[src/rtl/gt_miss_sequencer_if.sv]
// CPU, cache, victim-cache and memory signals of the miss sequencer bundled into one interface.
// The master modport is the sequencer; the slave modport is the surrounding system.
interface gt_miss_sequencer_if #(
  parameter int ADDR_W = 32,
  parameter int LINE_W = 256,
  parameter int DATA_W = 8,
  parameter int CNT_W  = 16
);
  logic              cpuReq;
  logic [ADDR_W-1:0] cpuAddr;
  logic              cpuReady;
  logic              cpuValid;
  logic [DATA_W-1:0] cpuData;
  logic              cpuErr;

  logic [ADDR_W-1:0] cacheAddr;
  logic              cacheHit;
  logic [DATA_W-1:0] cacheData;
  logic              cacheEvictValid;
  logic [LINE_W-1:0] cacheEvictData;
  logic              cacheFill;
  logic [LINE_W-1:0] fillData;

  logic              victimLookup;
  logic              victimHit;
  logic [LINE_W-1:0] victimData;
  logic              victimWrite;
  logic [LINE_W-1:0] victimWdata;

  logic              memReq;
  logic [ADDR_W-1:0] memAddr;
  logic              memAck;
  logic [LINE_W-1:0] memData;

  logic [CNT_W-1:0]  hitCount;
  logic [CNT_W-1:0]  missCount;

  modport master (
    input  cpuReq, cpuAddr,
    output cpuReady, cpuValid, cpuData, cpuErr,
    output cacheAddr, cacheFill, fillData,
    input  cacheHit, cacheData, cacheEvictValid, cacheEvictData,
    output victimLookup, victimWrite, victimWdata,
    input  victimHit, victimData,
    output memReq, memAddr,
    input  memAck, memData,
    output hitCount, missCount
  );

  modport slave (
    output cpuReq, cpuAddr,
    input  cpuReady, cpuValid, cpuData, cpuErr,
    input  cacheAddr, cacheFill, fillData,
    output cacheHit, cacheData, cacheEvictValid, cacheEvictData,
    input  victimLookup, victimWrite, victimWdata,
    output victimHit, victimData,
    input  memReq, memAddr,
    output memAck, memData,
    input  hitCount, missCount
  );
endinterface

[src/rtl/gt_miss_sequencer.sv]
// Sequences one CPU byte read through the direct-mapped cache, the victim cache and memory,
// filling the cache line on a miss, swapping the evicted line into the victim cache.
module gt_miss_sequencer #(
  parameter int ADDR_W      = 32,
  parameter int LINE_W      = 256,
  parameter int DATA_W      = 8,
  parameter int CNT_W       = 16,
  parameter int MEM_TIMEOUT = 64
) (
  input  logic clk,
  input  logic rst_n,
  gt_miss_sequencer_if.master bus
);

  localparam int OFF_W  = $clog2(LINE_W / 8);
  localparam int WAIT_W = $clog2(MEM_TIMEOUT + 1);

  localparam logic [2:0] IDLE     = 3'd0;
  localparam logic [2:0] LOOKUP   = 3'd1;
  localparam logic [2:0] VICTIM   = 3'd2;
  localparam logic [2:0] MEM_WAIT = 3'd3;
  localparam logic [2:0] FILL     = 3'd4;
  localparam logic [2:0] RESPOND  = 3'd5;

  logic [2:0]        state;
  logic [WAIT_W-1:0] waitCnt;
  logic [ADDR_W-1:0] addrQ;
  logic [ADDR_W-1:0] memAddrQ;
  logic [LINE_W-1:0] fillQ;
  logic [DATA_W-1:0] dataQ;
  logic              errQ;
  logic [CNT_W-1:0]  hitCnt;
  logic [CNT_W-1:0]  missCnt;
  logic [OFF_W-1:0]  byteOff;

  assign byteOff = addrQ[OFF_W-1:0];

  always_ff @(posedge clk or negedge rst_n) begin
    if (!rst_n) begin
      state    <= IDLE;
      waitCnt  <= '0;
      addrQ    <= '0;
      memAddrQ <= '0;
      fillQ    <= '0;
      dataQ    <= '0;
      errQ     <= 1'b0;
      hitCnt   <= '0;
      missCnt  <= '0;
    end else begin
      case (state)
        IDLE: begin
          if (bus.cpuReq) begin
            addrQ <= bus.cpuAddr;
            state <= LOOKUP;
          end
        end
        LOOKUP: begin
          if (bus.cacheHit) begin
            dataQ <= bus.cacheData;
            if (hitCnt != '1) hitCnt <= hitCnt + 1'b1;
            state <= RESPOND;
          end else begin
            if (missCnt != '1) missCnt <= missCnt + 1'b1;
            state <= VICTIM;
          end
        end
        VICTIM: begin
          if (bus.victimHit) begin
            fillQ <= bus.victimData;
            state <= FILL;
          end else begin
            memAddrQ <= {addrQ[ADDR_W-1:OFF_W], {OFF_W{1'b0}}};
            waitCnt  <= '0;
            state    <= MEM_WAIT;
          end
        end
        MEM_WAIT: begin
          // An ack arriving on the final allowed cycle still wins over the timeout.
          if (bus.memAck) begin
            fillQ <= bus.memData;
            state <= FILL;
          end else if (waitCnt == WAIT_W'(MEM_TIMEOUT - 1)) begin
            errQ  <= 1'b1;
            dataQ <= '0;
            state <= RESPOND;
          end else begin
            waitCnt <= waitCnt + 1'b1;
          end
        end
        FILL: begin
          dataQ <= fillQ[int'(byteOff) * 8 +: DATA_W];
          state <= RESPOND;
        end
        RESPOND: begin
          errQ  <= 1'b0;
          state <= IDLE;
        end
        default: state <= IDLE;
      endcase
    end
  end

  assign bus.cpuReady     = (state == IDLE);
  assign bus.cpuValid     = (state == RESPOND);
  assign bus.cpuData      = dataQ;
  assign bus.cpuErr       = errQ;
  assign bus.cacheAddr    = addrQ;
  assign bus.cacheFill    = (state == FILL);
  assign bus.fillData     = fillQ;
  assign bus.victimLookup = (state == VICTIM);
  // The line being overwritten goes to the victim cache in the same cycle as the fill.
  assign bus.victimWrite  = (state == FILL) && bus.cacheEvictValid;
  assign bus.victimWdata  = bus.victimWrite ? bus.cacheEvictData : '0;
  assign bus.memReq       = (state == MEM_WAIT);
  assign bus.memAddr      = memAddrQ;
  assign bus.hitCount     = hitCnt;
  assign bus.missCount    = missCnt;

endmodule

[src/flat_wrapper.sv]
// flat-port wrapper written by rule: the top's interface ports become plain ports
module gt_miss_sequencer_flat 
#(
  parameter int ADDR_W      = 32,
  parameter int LINE_W      = 256,
  parameter int DATA_W      = 8,
  parameter int CNT_W       = 16,
  parameter int MEM_TIMEOUT = 64
)
  (clk, rst_n, bus_cpuReq, bus_cpuAddr, bus_cpuReady, bus_cpuValid, bus_cpuData, bus_cpuErr, bus_cacheAddr, bus_cacheFill, bus_fillData, bus_cacheHit, bus_cacheData, bus_cacheEvictValid, bus_cacheEvictData, bus_victimLookup, bus_victimWrite, bus_victimWdata, bus_victimHit, bus_victimData, bus_memReq, bus_memAddr, bus_memAck, bus_memData, bus_hitCount, bus_missCount);
  gt_miss_sequencer_if #(.ADDR_W(ADDR_W), .LINE_W(LINE_W), .DATA_W(DATA_W), .CNT_W(CNT_W)) bus_i ();
  input  logic clk;
  input  logic rst_n;
  input wire logic [$bits(bus_i.cpuReq)-1:0] bus_cpuReq;
  input wire logic [$bits(bus_i.cpuAddr)-1:0] bus_cpuAddr;
  output wire logic [$bits(bus_i.cpuReady)-1:0] bus_cpuReady;
  output wire logic [$bits(bus_i.cpuValid)-1:0] bus_cpuValid;
  output wire logic [$bits(bus_i.cpuData)-1:0] bus_cpuData;
  output wire logic [$bits(bus_i.cpuErr)-1:0] bus_cpuErr;
  output wire logic [$bits(bus_i.cacheAddr)-1:0] bus_cacheAddr;
  output wire logic [$bits(bus_i.cacheFill)-1:0] bus_cacheFill;
  output wire logic [$bits(bus_i.fillData)-1:0] bus_fillData;
  input wire logic [$bits(bus_i.cacheHit)-1:0] bus_cacheHit;
  input wire logic [$bits(bus_i.cacheData)-1:0] bus_cacheData;
  input wire logic [$bits(bus_i.cacheEvictValid)-1:0] bus_cacheEvictValid;
  input wire logic [$bits(bus_i.cacheEvictData)-1:0] bus_cacheEvictData;
  output wire logic [$bits(bus_i.victimLookup)-1:0] bus_victimLookup;
  output wire logic [$bits(bus_i.victimWrite)-1:0] bus_victimWrite;
  output wire logic [$bits(bus_i.victimWdata)-1:0] bus_victimWdata;
  input wire logic [$bits(bus_i.victimHit)-1:0] bus_victimHit;
  input wire logic [$bits(bus_i.victimData)-1:0] bus_victimData;
  output wire logic [$bits(bus_i.memReq)-1:0] bus_memReq;
  output wire logic [$bits(bus_i.memAddr)-1:0] bus_memAddr;
  input wire logic [$bits(bus_i.memAck)-1:0] bus_memAck;
  input wire logic [$bits(bus_i.memData)-1:0] bus_memData;
  output wire logic [$bits(bus_i.hitCount)-1:0] bus_hitCount;
  output wire logic [$bits(bus_i.missCount)-1:0] bus_missCount;
  assign bus_i.cpuReq = bus_cpuReq;
  assign bus_i.cpuAddr = bus_cpuAddr;
  assign bus_cpuReady = bus_i.cpuReady;
  assign bus_cpuValid = bus_i.cpuValid;
  assign bus_cpuData = bus_i.cpuData;
  assign bus_cpuErr = bus_i.cpuErr;
  assign bus_cacheAddr = bus_i.cacheAddr;
  assign bus_cacheFill = bus_i.cacheFill;
  assign bus_fillData = bus_i.fillData;
  assign bus_i.cacheHit = bus_cacheHit;
  assign bus_i.cacheData = bus_cacheData;
  assign bus_i.cacheEvictValid = bus_cacheEvictValid;
  assign bus_i.cacheEvictData = bus_cacheEvictData;
  assign bus_victimLookup = bus_i.victimLookup;
  assign bus_victimWrite = bus_i.victimWrite;
  assign bus_victimWdata = bus_i.victimWdata;
  assign bus_i.victimHit = bus_victimHit;
  assign bus_i.victimData = bus_victimData;
  assign bus_memReq = bus_i.memReq;
  assign bus_memAddr = bus_i.memAddr;
  assign bus_i.memAck = bus_memAck;
  assign bus_i.memData = bus_memData;
  assign bus_hitCount = bus_i.hitCount;
  assign bus_missCount = bus_i.missCount;
  gt_miss_sequencer #(.ADDR_W(ADDR_W), .LINE_W(LINE_W), .DATA_W(DATA_W), .CNT_W(CNT_W), .MEM_TIMEOUT(MEM_TIMEOUT)) u_core (.clk(clk), .rst_n(rst_n), .bus(bus_i));
endmodule
[config.mk]
export PLATFORM = sky130hd
export DESIGN_NAME = gt_miss_sequencer_flat
export DESIGN_NICKNAME = d
export VERILOG_FILES = /design/src/rtl/gt_miss_sequencer_if.sv /design/src/rtl/gt_miss_sequencer.sv /design/src/flat_wrapper.sv
export SDC_FILE = /design/constraint.sdc
export NUM_CORES = 1
export LEC_CHECK = 0
export ABC_CLOCK_PERIOD_IN_PS = 2600
export BUFFER_PORTS_ARGS = -buffer_cell sky130_fd_sc_hd__buf_4
export CAP_MARGIN = 20
export CORE_AREA = 8 8 548 550
export CTS_CLUSTER_SIZE = 30
export DETAILED_ROUTE_END_ITERATION = 10
export DIE_AREA = 0 0 556 558
export PLACE_DENSITY = 0.3
export SLEW_MARGIN = 25
export SYNTH_ARGS = -nofsm -noshare
export SYNTH_HDL_FRONTEND = slang
export SYNTH_SLANG_ARGS = --single-unit
[constraint.sdc]
create_clock -name clk -period 2.6 [get_ports clk]
set_input_delay 0.39 -clock clk [delete_from_list [all_inputs] [get_ports clk]]
set_output_delay 0.39 -clock clk [all_outputs]
set_load 0.05 [all_outputs]
==> results.json <==
{
  "r2r_cells": 9,
  "status": "finished with violations",
  "dieArea_mm2": 0.310,
  "die_w_um": 556,
  "viasPerCell": 3.22,
  "place_congestion": 0.895,
  "num_io_pins": 1438,
  "insertion_delay_ps": 710,
  "syn-mean-instance-area_um2": 9.92,
  "ys_seq_area_share_pct": 45.0,
  "most-common-layout-cells": "buf_4, dlygate4sd3_1, dfrtp_1, mux2i_1, nand2_1",
  "rows": 199,
  "multi_input_area_mm2": 0.0115,
  "syn_to_final_growth_pct": 136,
  "powerDensity_mw_per_mm2": 1120,
  "grt_pass1_wl_um": 325000,
  "place_hpwl_um": 231000,
  "syn_inst": 2051,
  "cts.htree.levels": 2,
  "antenna_found_initial": 212,
  "start_util_pct": 6.97,
  "ys.flop_type": "dfrtp_1",
  "clock_sinks": 366,
  "crit_cells": 7,
  "yosysWarnings": 0,
  "crit_path_start": "u_core.state[1]",
  "r2r-end": "u_core.bus.fillData[187]",
  "skew_ps": 28.9,
  "synth_cell_type_count": 54,
  "min-delay-start": "bus_victimData[44]",
  "worst_path_largest_cell_delay_ps": 410,
  "final_common_cell": "buf_4",
  "cts_tree": "done",
  "finalCriticalPeriod_ps": 2680,
  "cp_cell_sequence": "nor2_4 -> nand2_8 -> clkinv_16 -> clkbuf_16 -> buf_16 -> and3_1 -> buf_12",
  "wl_per_cell_um": 33.5,
  "synth_edf_count": 0,
  "hold_class": "in2reg",
  "gr-total-overflow": 0,
  "worstMarginPinSlew_ps": 844,
  "grt_max_degree": 102,
  "coreArea_mm2": 0.292,
  "end_kind": "primary output",
  "final.setup.worst_slack_ps": -80.9,
  "maxCapViolCount": 0,
  "grt_pass1_vias": 27100,
  "clk_pin_slew_ps": 60,
  "setup-tns-final_ps": -7050,
  "fillCellCount": 32800,
  "ant_nets": 0,
  "drtIter0Drc": 1362,
  "wirelength_um": 269000,
  "cts_made_buffers": 56,
  "fp.dieH_um": 558,
  "vdd_drop_max_v": 0.000490,
  "seq_area_mm2": 0.00917,
  "fmax_ghz": 0.373,
  "worst_ep_required_time_ps": 2210,
  "async_reset_ff_share_pct": 100,
  "p_leak_uw": 0.0210,
  "fin_nets": 4848,
  "drive_gt1_share_pct": 50.9,
  "vias": 25900,
  "setup_viol": 209,
  "timing.hold.ws_ps": -7.57,
  "cp_max_fo": 8,
  "clockBufferDepth": 3,
  "cp.buffers_inverters": 4,
  "r2r-start": "u_core.state[1]",
  "syn_area_mm2": 0.0204,
  "finalCritPeriodShare_pct": 103,
  "critical_path_class": "reg2out",
  "slew_viol_final": 0,
  "violations": "negative hold slack, negative setup slack",
  "root_buffer": "clkbuf_16",
  "r2r_slack_ps": -10,
  "drc_errors": 0,
  "critPathTopFamily": "buffers and inverters",
  "finalHoldViolCount": 3,
  "grt.total_usage_pct": 16.2,
  "synth_seq_cells": 366,
  "crit_path_end": "bus_victimWdata[253]",
  "max_slew_margin_pct": 43.7,
  "rsz0062_at_grt": "yes",
  "port_buffers": 1432,
  "first_pass_iters": 4,
  "slowest_stage": "dfrtp_1",
  "start_kind": "register",
  "arrival_ps": 2290
}
[power by group]
group / total, uW / switching [uW] / internal, uW
combinational: 33900 / 22000 / 11900
sequential: 11300 / 3120 / 8200
clock: 8360 / 3480 / 4880
[synth_stat cells (all sizes together), types with 2 or more instances]
library cell | number | area share [%]
dfrtp | 366 | 45
or4 | 4 | 0.15
nand2 | 293 | 5.4
a22oi | 48 | 1.8
nor3 | 6 | 0.17
xnor2 | 21 | 0.90
nor4 | 8 | 0.25
or2 | 3 | 0.10
and2 | 3 | 0.092
a21oi | 27 | 0.68
a221o | 5 | 0.25
nor2 | 24 | 0.44
nand3b | 2 | 0.074
clkbuf | 125 | 2.3
a211oi | 7 | 0.26
and3 | 263 | 8.1
o21ai | 263 | 6.5
nor2b | 7 | 0.22
mux4 | 16 | 1.8
nand3 | 19 | 0.47
mux2i | 357 | 18
nand2b | 8 | 0.25
mux2 | 67 | 3.7
inv | 6 | 0.11
buf | 63 | 1.8
nand4 | 6 | 0.18
a31oi | 3 | 0.092
xor2 | 9 | 0.39
o221ai | 4 | 0.17
a2111oi | 2 | 0.086
ha | 3 | 0.18
[metrics by stage]
step | total power [uW] | area [um^2] | worst slack, ps | instances | util, %
2_1_floorplan | 27000 | 20400 | 101 | 2055 | -
3_3_place_gp | 42700 | 36700 | -353 | 7364 | 12.6
3_5_place_dp | 42500 | 36700 | -291 | 7364 | 12.6
4_1_cts | 53300 | 44900 | -203 | 7951 | 15.4
5_1_grt | 56300 | 47900 | -214 | 8009 | 16.4
6_report | 53600 | 48000 | -80.9 | 8038 | 16.4
[flip-flops by register name, indices dropped and copies added (netlist names)]
register              flops
u_core.bus.fillData     256
u_core.bus.cacheAddr     32
u_core.bus.memAddr       27
u_core.bus.hitCount      16
u_core.bus.missCount     16
u_core.bus.cpuData        8
u_core.waitCnt            7
u_core.state              3
u_core.bus.cpuErr         1
[worst min-delay path by stage]
stage	slack, ps	to	cells past startpoint
4_1_cts	3	u_core.bus.fillData[217]	3
5_1_grt	3	u_core.bus.fillData[15]	3
6_report	-8	u_core.bus.fillData[44]	3
2_1_floorplan	90	u_core.bus.cacheAddr[0]	0
3_5_place_dp	470	u_core.bus.fillData[216]	1
3_3_place_gp	470	u_core.bus.fillData[216]	1
[logic make-up after synthesis]
| group | Yosys count | synth area share [%] |
|---|---|---|
| other | 1 | 0.0184 |
| muxes | 440 | 23.1 |
| AOI/OAI and AO/OA | 366 | 10.1 |
| xor gates and xnor gates | 30 | 1.29 |
| buffers and inverters | 194 | 4.26 |
| DFF | 366 | 45.0 |
| adders and majority gates | 3 | 0.184 |
| and+or+nand+nor | 651 | 16.1 |
[worst register-to-register path: cells and delay by family (launching register included)]
family / cells / cell delay [ps]
AOI/OAI and AO/OA: 1 / 70
buffers and inverters: 6 / 1060
DFF: 1 / 390
muxes: 1 / 680
and+or+nand+nor: 1 / 300
[cell type report]
| cell class | instances | area share (%) |
|---|---|---|
| clock buffer | 77 | 3.40 |
| antenna | 43 | 0.224 |
| inverter | 6 | 0.102 |
| multi-input combinational | 1495 | 23.9 |
| tap | 3919 | 10.2 |
| clock inverter | 27 | 0.652 |
| sequential | 366 | 19.1 |
| timing repair inverter | 1 | 0.0183 |
| timing repair buffer | 2104 | 42.4 |
[timing repair]
action,4_1_cts,5_1_grt
hold buffers,460,1
endpoints found under the hold margin,291,1
gates cloned,10,31
endpoints found under the setup margin,271,311
pin swaps,12,63
buffers inserted,13,32
resized for setup,317,492
[metal layers]
layer / global-route usage (%) / vias to the layer above / share of wire [%]
li1: - / 11400 / -
met1: 16.8 / 12600 / 36
met2: 30.6 / 1321 / 52
met3: 5.94 / 400 / 8.2
met4: 3.96 / 110 / 3.1
met5: 0 / - / 0.27
No activity file was read; power rests on OpenSTA's default activity.
